**src/rtl/chip_instr_ip_cache02_pkg.sv**
```systemverilog
// Shared constants for the single-cycle MIPS-subset core: opcodes, functs,
// ALU operation codes and branch/jump selectors.
package chip_instr_ip_cache02_pkg;

  localparam logic [5:0] OP_RTYPE = 6'h00;
  localparam logic [5:0] OP_J     = 6'h02;
  localparam logic [5:0] OP_JAL   = 6'h03;
  localparam logic [5:0] OP_BEQ   = 6'h04;
  localparam logic [5:0] OP_BNE   = 6'h05;
  localparam logic [5:0] OP_ADDI  = 6'h08;
  localparam logic [5:0] OP_ADDIU = 6'h09;
  localparam logic [5:0] OP_SLTI  = 6'h0A;
  localparam logic [5:0] OP_ANDI  = 6'h0C;
  localparam logic [5:0] OP_ORI   = 6'h0D;
  localparam logic [5:0] OP_XORI  = 6'h0E;
  localparam logic [5:0] OP_LUI   = 6'h0F;
  localparam logic [5:0] OP_LW    = 6'h23;
  localparam logic [5:0] OP_SW    = 6'h2B;

  localparam logic [5:0] FN_SLL  = 6'h00;
  localparam logic [5:0] FN_SRL  = 6'h02;
  localparam logic [5:0] FN_SRA  = 6'h03;
  localparam logic [5:0] FN_ADD  = 6'h20;
  localparam logic [5:0] FN_ADDU = 6'h21;
  localparam logic [5:0] FN_SUB  = 6'h22;
  localparam logic [5:0] FN_SUBU = 6'h23;
  localparam logic [5:0] FN_AND  = 6'h24;
  localparam logic [5:0] FN_OR   = 6'h25;
  localparam logic [5:0] FN_XOR  = 6'h26;
  localparam logic [5:0] FN_NOR  = 6'h27;
  localparam logic [5:0] FN_SLT  = 6'h2A;
  localparam logic [5:0] FN_SLTU = 6'h2B;

  typedef enum logic [4:0] {
    ALU_ADD  = 5'd0,
    ALU_SUB  = 5'd1,
    ALU_AND  = 5'd2,
    ALU_OR   = 5'd3,
    ALU_XOR  = 5'd4,
    ALU_NOR  = 5'd5,
    ALU_SLT  = 5'd6,
    ALU_SLTU = 5'd7,
    ALU_SLL  = 5'd8,
    ALU_SRL  = 5'd9,
    ALU_SRA  = 5'd10,
    ALU_LUI  = 5'd11
  } alu_op_e;

  typedef enum logic [1:0] {
    BR_NONE = 2'b00,
    BR_BEQ  = 2'b01,
    BR_BNE  = 2'b10,
    BR_JUMP = 2'b11
  } branch_e;

endpackage

```
**src/rtl/chip_instr_ip_cache02_control.sv**
```systemverilog
// Main decoder: opcode/funct to datapath control. Anything not recognised
// decodes as a NOP with every write enable low.
module chip_instr_ip_cache02_control
  import chip_instr_ip_cache02_pkg::*;
(
  input  logic [5:0] op_i,
  input  logic [5:0] funct_i,
  output logic       mem_to_reg_o,
  output logic       mem_write_o,
  output logic       reg_write_o,
  output logic       alu_src_a_o,
  output logic       alu_src_b_o,
  output logic       reg_dst_o,
  output logic       extend_o,
  output logic       pc_to_reg_o,
  output logic [4:0] alu_ctrl_o,
  output logic [1:0] branch_o
);

  alu_op_e alu_op;
  branch_e br;

  always_comb begin
    mem_to_reg_o = 1'b0;
    mem_write_o  = 1'b0;
    reg_write_o  = 1'b0;
    alu_src_a_o  = 1'b0;
    alu_src_b_o  = 1'b0;
    reg_dst_o    = 1'b0;
    extend_o     = 1'b0;
    pc_to_reg_o  = 1'b0;
    alu_op       = ALU_ADD;
    br           = BR_NONE;
    case (op_i)
      OP_RTYPE: begin
        reg_dst_o   = 1'b1;
        extend_o    = 1'b1;
        reg_write_o = 1'b1;
        case (funct_i)
          FN_ADD, FN_ADDU: alu_op = ALU_ADD;
          FN_SUB, FN_SUBU: alu_op = ALU_SUB;
          FN_AND:          alu_op = ALU_AND;
          FN_OR:           alu_op = ALU_OR;
          FN_XOR:          alu_op = ALU_XOR;
          FN_NOR:          alu_op = ALU_NOR;
          FN_SLT:          alu_op = ALU_SLT;
          FN_SLTU:         alu_op = ALU_SLTU;
          FN_SLL: begin alu_op = ALU_SLL; alu_src_a_o = 1'b1; end
          FN_SRL: begin alu_op = ALU_SRL; alu_src_a_o = 1'b1; end
          FN_SRA: begin alu_op = ALU_SRA; alu_src_a_o = 1'b1; end
          default: begin reg_dst_o = 1'b0; extend_o = 1'b0; reg_write_o = 1'b0; end
        endcase
      end
      OP_ADDI, OP_ADDIU: begin reg_write_o = 1'b1; alu_src_b_o = 1'b1; extend_o = 1'b1; end
      OP_SLTI: begin
        reg_write_o = 1'b1; alu_src_b_o = 1'b1; extend_o = 1'b1; alu_op = ALU_SLT;
      end
      OP_ANDI: begin reg_write_o = 1'b1; alu_src_b_o = 1'b1; alu_op = ALU_AND; end
      OP_ORI:  begin reg_write_o = 1'b1; alu_src_b_o = 1'b1; alu_op = ALU_OR;  end
      OP_XORI: begin reg_write_o = 1'b1; alu_src_b_o = 1'b1; alu_op = ALU_XOR; end
      OP_LUI:  begin reg_write_o = 1'b1; alu_src_b_o = 1'b1; alu_op = ALU_LUI; end
      OP_LW: begin
        reg_write_o = 1'b1; mem_to_reg_o = 1'b1; alu_src_b_o = 1'b1; extend_o = 1'b1;
      end
      OP_SW:  begin mem_write_o = 1'b1; alu_src_b_o = 1'b1; extend_o = 1'b1; end
      OP_BEQ: begin extend_o = 1'b1; alu_op = ALU_SUB; br = BR_BEQ; end
      OP_BNE: begin extend_o = 1'b1; alu_op = ALU_SUB; br = BR_BNE; end
      OP_J:   br = BR_JUMP;
      OP_JAL: begin br = BR_JUMP; reg_write_o = 1'b1; pc_to_reg_o = 1'b1; end
      default: ;
    endcase
  end

  assign alu_ctrl_o = alu_op;
  assign branch_o   = br;

endmodule

```
**src/rtl/chip_instr_ip_cache02.sv**
```systemverilog
// Single-cycle MIPS-subset CPU. Program ROM contents come from ROM_INIT
// (word i at bits [32*i +: 32]); every *Exp port is a live internal net.
module chip_instr_ip_cache02
  import chip_instr_ip_cache02_pkg::*;
#(
  parameter logic [8191:0] ROM_INIT = '0
) (
  input  logic        clk,
  input  logic        rst,
  output logic [31:0] instrExp,
  output logic [31:0] PCExp,
  output logic [31:0] IPCExp,
  output logic [31:0] ExtendImmExp,
  output logic        MemtoRegExp,
  output logic        MemWriteExp,
  output logic        RegWriteExp,
  output logic        ALUSrcAExp,
  output logic        ALUSrcBExp,
  output logic        RegDstExp,
  output logic        ExtendExp,
  output logic        PCtoRegExp,
  output logic [4:0]  ALUControlExp,
  output logic [1:0]  BranchExp,
  output logic [4:0]  A3TempExp,
  output logic [4:0]  A3Exp,
  output logic [31:0] RD1Exp,
  output logic [31:0] RD2Exp,
  output logic [31:0] SrcAExp,
  output logic [31:0] SrcBExp,
  output logic [31:0] ALUResultExp,
  output logic [31:0] DataMemReadExp,
  output logic [31:0] WD3TempExp,
  output logic [31:0] WD3Exp,
  output logic        ZeroExp
);

  logic [31:0] pc_q, pc_d;
  logic [31:0] regs_q [32];
  logic [31:0] dmem_q [64];

  logic [31:0] instr, ipc, ext_imm, rd1, rd2, src_a, src_b, alu_res, dmem_rd, wd3_tmp, wd3;
  logic [4:0]  rs, rt, rd, shamt, a3_tmp, a3;
  logic        mem_to_reg, mem_write, reg_write, alu_src_a, alu_src_b;
  logic        reg_dst, extend, pc_to_reg, zero;
  logic [4:0]  alu_ctrl;
  logic [1:0]  branch;

  assign instr = ROM_INIT[{pc_q[9:2], 5'd0} +: 32];
  assign ipc   = pc_q + 32'd4;
  assign rs    = instr[25:21];
  assign rt    = instr[20:16];
  assign rd    = instr[15:11];
  assign shamt = instr[10:6];

  chip_instr_ip_cache02_control u_control (
    .op_i         (instr[31:26]),
    .funct_i      (instr[5:0]),
    .mem_to_reg_o (mem_to_reg),
    .mem_write_o  (mem_write),
    .reg_write_o  (reg_write),
    .alu_src_a_o  (alu_src_a),
    .alu_src_b_o  (alu_src_b),
    .reg_dst_o    (reg_dst),
    .extend_o     (extend),
    .pc_to_reg_o  (pc_to_reg),
    .alu_ctrl_o   (alu_ctrl),
    .branch_o     (branch)
  );

  // r0 is cleared by reset and never written, so it reads zero without a mux
  assign rd1     = regs_q[rs];
  assign rd2     = regs_q[rt];
  assign ext_imm = extend ? {{16{instr[15]}}, instr[15:0]} : {16'd0, instr[15:0]};
  assign src_a   = alu_src_a ? {27'd0, shamt} : rd1;
  assign src_b   = alu_src_b ? ext_imm : rd2;

  always_comb begin
    alu_res = '0;
    case (alu_ctrl)
      ALU_ADD:  alu_res = src_a + src_b;
      ALU_SUB:  alu_res = src_a - src_b;
      ALU_AND:  alu_res = src_a & src_b;
      ALU_OR:   alu_res = src_a | src_b;
      ALU_XOR:  alu_res = src_a ^ src_b;
      ALU_NOR:  alu_res = ~(src_a | src_b);
      ALU_SLT:  alu_res = {31'd0, $signed(src_a) < $signed(src_b)};
      ALU_SLTU: alu_res = {31'd0, src_a < src_b};
      ALU_SLL:  alu_res = src_b << src_a[4:0];
      ALU_SRL:  alu_res = src_b >> src_a[4:0];
      ALU_SRA:  alu_res = $unsigned($signed(src_b) >>> src_a[4:0]);
      ALU_LUI:  alu_res = {src_b[15:0], 16'd0};
      default:  alu_res = '0;
    endcase
  end

  assign zero    = (alu_res == '0);
  assign dmem_rd = dmem_q[alu_res[7:2]];
  assign wd3_tmp = mem_to_reg ? dmem_rd : alu_res;
  assign wd3     = pc_to_reg ? ipc : wd3_tmp;
  assign a3_tmp  = reg_dst ? rd : rt;
  assign a3      = pc_to_reg ? 5'd31 : a3_tmp;

  always_comb begin
    pc_d = ipc;
    if ((branch == BR_BEQ && zero) || (branch == BR_BNE && !zero))
      pc_d = ipc + {ext_imm[29:0], 2'b00};
    else if (branch == BR_JUMP)
      pc_d = {ipc[31:28], instr[25:0], 2'b00};
  end

  always_ff @(posedge clk or posedge rst) begin
    if (rst) pc_q <= '0;
    else     pc_q <= pc_d;
  end

  always_ff @(posedge clk or posedge rst) begin
    if (rst) begin
      for (int unsigned i = 0; i < 32; i++) regs_q[i] <= '0;
    end else if (reg_write && a3 != 5'd0) begin
      regs_q[a3] <= wd3;
    end
  end

  // No reset on data memory contents; rst only gates the write strobe
  always_ff @(posedge clk) begin
    if (!rst && mem_write) dmem_q[alu_res[7:2]] <= rd2;
  end

  assign instrExp       = instr;
  assign PCExp          = pc_q;
  assign IPCExp         = ipc;
  assign ExtendImmExp   = ext_imm;
  assign MemtoRegExp    = mem_to_reg;
  assign MemWriteExp    = mem_write;
  assign RegWriteExp    = reg_write;
  assign ALUSrcAExp     = alu_src_a;
  assign ALUSrcBExp     = alu_src_b;
  assign RegDstExp      = reg_dst;
  assign ExtendExp      = extend;
  assign PCtoRegExp     = pc_to_reg;
  assign ALUControlExp  = alu_ctrl;
  assign BranchExp      = branch;
  assign A3TempExp      = a3_tmp;
  assign A3Exp          = a3;
  assign RD1Exp         = rd1;
  assign RD2Exp         = rd2;
  assign SrcAExp        = src_a;
  assign SrcBExp        = src_b;
  assign ALUResultExp   = alu_res;
  assign DataMemReadExp = dmem_rd;
  assign WD3TempExp     = wd3_tmp;
  assign WD3Exp         = wd3;
  assign ZeroExp        = zero;

endmodule

```
**config.mk**
```make
export PLATFORM = sky130hd
export DESIGN_NAME = chip_instr_ip_cache02
export DESIGN_NICKNAME = d
export VERILOG_FILES = /design/src/rtl/chip_instr_ip_cache02_pkg.sv /design/src/rtl/chip_instr_ip_cache02_control.sv /design/src/rtl/chip_instr_ip_cache02.sv
export SDC_FILE = /design/constraint.sdc
export NUM_CORES = 1
export LEC_CHECK = 0
export BUFFER_PORTS_ARGS = -buffer_cell sky130_fd_sc_hd__buf_4
export CORE_AREA = 4 4 157 159
export DETAILED_ROUTE_END_ITERATION = 8
export DIE_AREA = 0 0 161 163
export PLACE_DENSITY_LB_ADDON = 0.3
export SYNTH_ARGS = -nofsm -noshare
export SYNTH_HDL_FRONTEND = slang
export SYNTH_SLANG_ARGS = --single-unit
```
**constraint.sdc**
```tcl
create_clock -name clk -period 1.7 [get_ports clk]
set_clock_uncertainty 0.2 [all_clocks]
set_input_delay 0.17 -clock clk [delete_from_list [all_inputs] [get_ports clk]]
set_output_delay 0.17 -clock clk [all_outputs]
set_load 0.02 [all_outputs]
```
==> impl_metrics.py <==
metrics = {
    "cts": {
        "cts_root_buf": "clkbuf_16",
        "clock-sinks": 30,
        "clockBufferDepth": 2,
        "cts_made_buffers": 5,
        "cts_tree": "built",
        "ctsHtreeMaxLevel": 2,
        "clk_latency_ns": 0.29,
        "path_clk_slew_ns": 0.06,
    },
    "synth": {
        "synth_top_family_by_area": "buffers and inverters",
        "yosysWarnings": 0,
        "ys_top_cells_by_area": "buf_4 (66%), dfrtp_1 (19%), xnor2_1 (4.6%), nand4_1 (1.6%), xor2_1 (1.5%)",
        "syn_area_per_cell_um2": 8.60,
        "synthAdderAreaFrac_pct": 0.315,
        "synth_top_area_share_pct": 66.1,
        "synth-xor-area-share_pct": 6.17,
        "syn_inst": 462,
        "syn_area_mm2": 0.00397,
        "synth_cell_types": 24,
        "synth_mux_area_share_pct": 0,
        "yosysTopAreaCell": "buf_4",
        "yosysSeqAreaShare_pct": 18.9,
        "synth-compound-area-share_pct": 0,
        "synth-seq-cells": 30,
        "yosys.area_share.simple_pct": 7.84,
    },
    "power": {
        "p_leak_nw": 2.80,
        "ir_drop_mv": 0.284,
        "powerDensity_mw_per_mm2": 519,
        "total_power_mw": 2.50,
    },
    "finish": {
        "largest_reg_flops": 30,
        "multiInputGateArea_mm2": 0.00229,
        "nFillCells": 2616,
        "finalInstanceArea_mm2": 0.00481,
        "layout_common_cells": "conb_1 (350), buf_4 (95), buf_6 (33)",
        "final_common_cell": "conb_1",
        "instances_no_fill": 918,
        "register_area_um2": 774,
        "drive_above_1_share_pct": 34.4,
        "fin_nets": 601,
        "antennaDiodeCount": 0,
        "area_growth_pct": 21.0,
    },
    "worst_setup_path": {
        "critPathRequiredTime_ns": 1.33,
        "reg2reg_to": "PCExp[31]",
        "path_max_fanout": 7,
        "rr_worst_depth": 6,
        "crit_family": "simple AND/OR/NAND/NOR gates",
        "rrSetupSlack_ns": -0.13,
        "path_class": "reg -> out",
        "start_kind": "flip-flop",
        "cp_num_buf_inv": 2,
        "crit_path_end_kind": "output pin",
        "slowest_delay_ns": 0.38,
        "slowest_stage": "dfrtp_2",
        "cp.arrival_ns": 1.87,
        "worstPathCellList": "nand4_4, nor4_4, buf_12, nand4_1, xnor2_2, buf_6",
        "regToRegStartpoint": "PCExp[11]",
    },
    "sta": {
        "finalCritPeriodShare_pct": 132,
        "period_minus_slack_ns": 2.24,
        "rsz0062_at_grt": "true",
        "maxSlewViolCount": 0,
        "fmax_mhz": 447,
        "setup_tns_ns": -11.54,
        "fin_ws_ns": -0.536,
        "holdWs_ns": 0.349,
        "setup_viol": 35,
        "finalHoldViolations": 0,
    },
    "min_path": {
        "min_to": "PCExp[30]",
        "min_path_cells": 1,
        "hold_start": "PCExp[30]",
        "worst_hold_path_type": "reg -> reg",
    },
    "detailed_routing": {
        "num_vias": 2295,
        "viasPerCell": 2.50,
        "drtAntennaViolNets": 0,
        "wl_per_cell_um": 9.51,
        "drt_iter0_markers": 34,
        "drt-pass1-iter-count": 4,
        "wl_um": 8730,
        "drc": 0,
    },
    "grt": {
        "grt_use_total_pct": 5.59,
        "grt_pass1_wl_um": 10900,
        "grt_overflow": 0,
        "antenna_found_initial": 0,
        "grt_max_degree": 31,
        "grt_pass1_vias": 1958,
    },
    "place": {
        "port_buffers": 61,
        "dpl-instance-area_mm2": 0.00412,
        "hpwlAfterDp_um": 7300,
        "dp.cells": 886,
        "gp_congestion": 0.684,
    },
    "job": {
        "drv_cap": 0,
    },
    "die": {
        "initial_utilization_pct": 17.1,
        "fp-row-count": 56,
        "dieHeight_um": 163,
        "core_mm2": 0.0233,
        "die_w_um": 161,
        "io-pin-count": 412,
        "fp.dieArea_mm2": 0.0262,
    },
    "status": {
        "status": "finished, violations left",
        "violations": "setup timing",
    },
}
## how the worst max path moves through the flow
stage / startpoint / to / slack [ns] / cells after the start
6_report: PCExp[11] / IPCExp[21] / -0.54 / 6
5_1_grt: PCExp[14] / IPCExp[21] / -0.66 / 6
4_1_cts: PCExp[11] / IPCExp[31] / -0.59 / 6
3_5_place_dp: PCExp[3] / IPCExp[31] / -0.29 / 6
3_3_place_gp: PCExp[3] / IPCExp[31] / -0.30 / 6
2_1_floorplan: PCExp[4] / IPCExp[21] / -0.23 / 4
## layout make-up
cell class	count	area share [%]
clock inverters	3	0.937
well taps	319	8.30
flip-flops and latches	30	16.1
repair buffers	132	24.0
inverters	4	0.312
multi-input cells	425	47.7
clock buffers	5	2.60
## power breakdown
group | switching [mW] | leakage, nW | internal, mW
clock | 0.374 | 0.0760 | 0.691
sequential | 0 | 0.377 | 0.714
combinational | 0.713 | 2.35 | 0.00463
total | 1.09 | 2.80 | 1.41
## cells by family (layout without fill, tap and decap cells)
group | count (synthesis) | in the layout
adder cells (fa/ha/maj) | 1 | 1
AND/OR/NAND/NOR | 46 | 46
buffers and inverters | 355 | 144
flip-flops | 30 | 30
other | 2 | 350
XOR/XNOR | 28 | 28
## cell usage after synthesis (all sizes together)
master / n
buf: 350
or3: 1
nand3: 9
conb: 2
inv: 4
xnor2: 21
dfrtp: 30
nor3: 3
and2: 1
and4: 2
and3: 4
nand2: 6
xor2: 7
nand4: 13
clkbuf: 1
nor4: 3
ha: 1
nor2: 4
## per-layer routing
layer,share of wire [%],track usage (%),up-vias
met1,32,6.23,1065
met3,11,1.19,8
li1,-,-,1011
met2,55,10.1,211
met4,1.8,2.79,0
met5,0,0,-
## worst reg2reg max path, delay by kind of cell, from the launching register on
family	cells	cell delay (ns)
flops	1	0.38
simple gates	3	0.66
xor+xnor	1	0.18
buf+inv	2	0.30
## metrics by stage
step | worst slack [ns] | utilization (%)
final | -0.536 | 20.7
after global routing | -0.658 | 20.7
after detailed placement | -0.285 | 17.7
after floorplan | -0.235 | -
after CTS | -0.591 | 20.0
after global placement | -0.298 | 17.7
## what timing repair did
| item | 4_1_cts | 5_1_grt |
|---|---|---|
| pin swaps | 22 | 11 |
| hold endpoints to repair | 30 | 0 |
| setup buffers | 19 | 12 |
| hold buffers | 1 | 0 |
| gates resized for setup | 45 | 25 |
| setup endpoints to repair | 39 | 44 |
(Power assumes the default switching activity.)
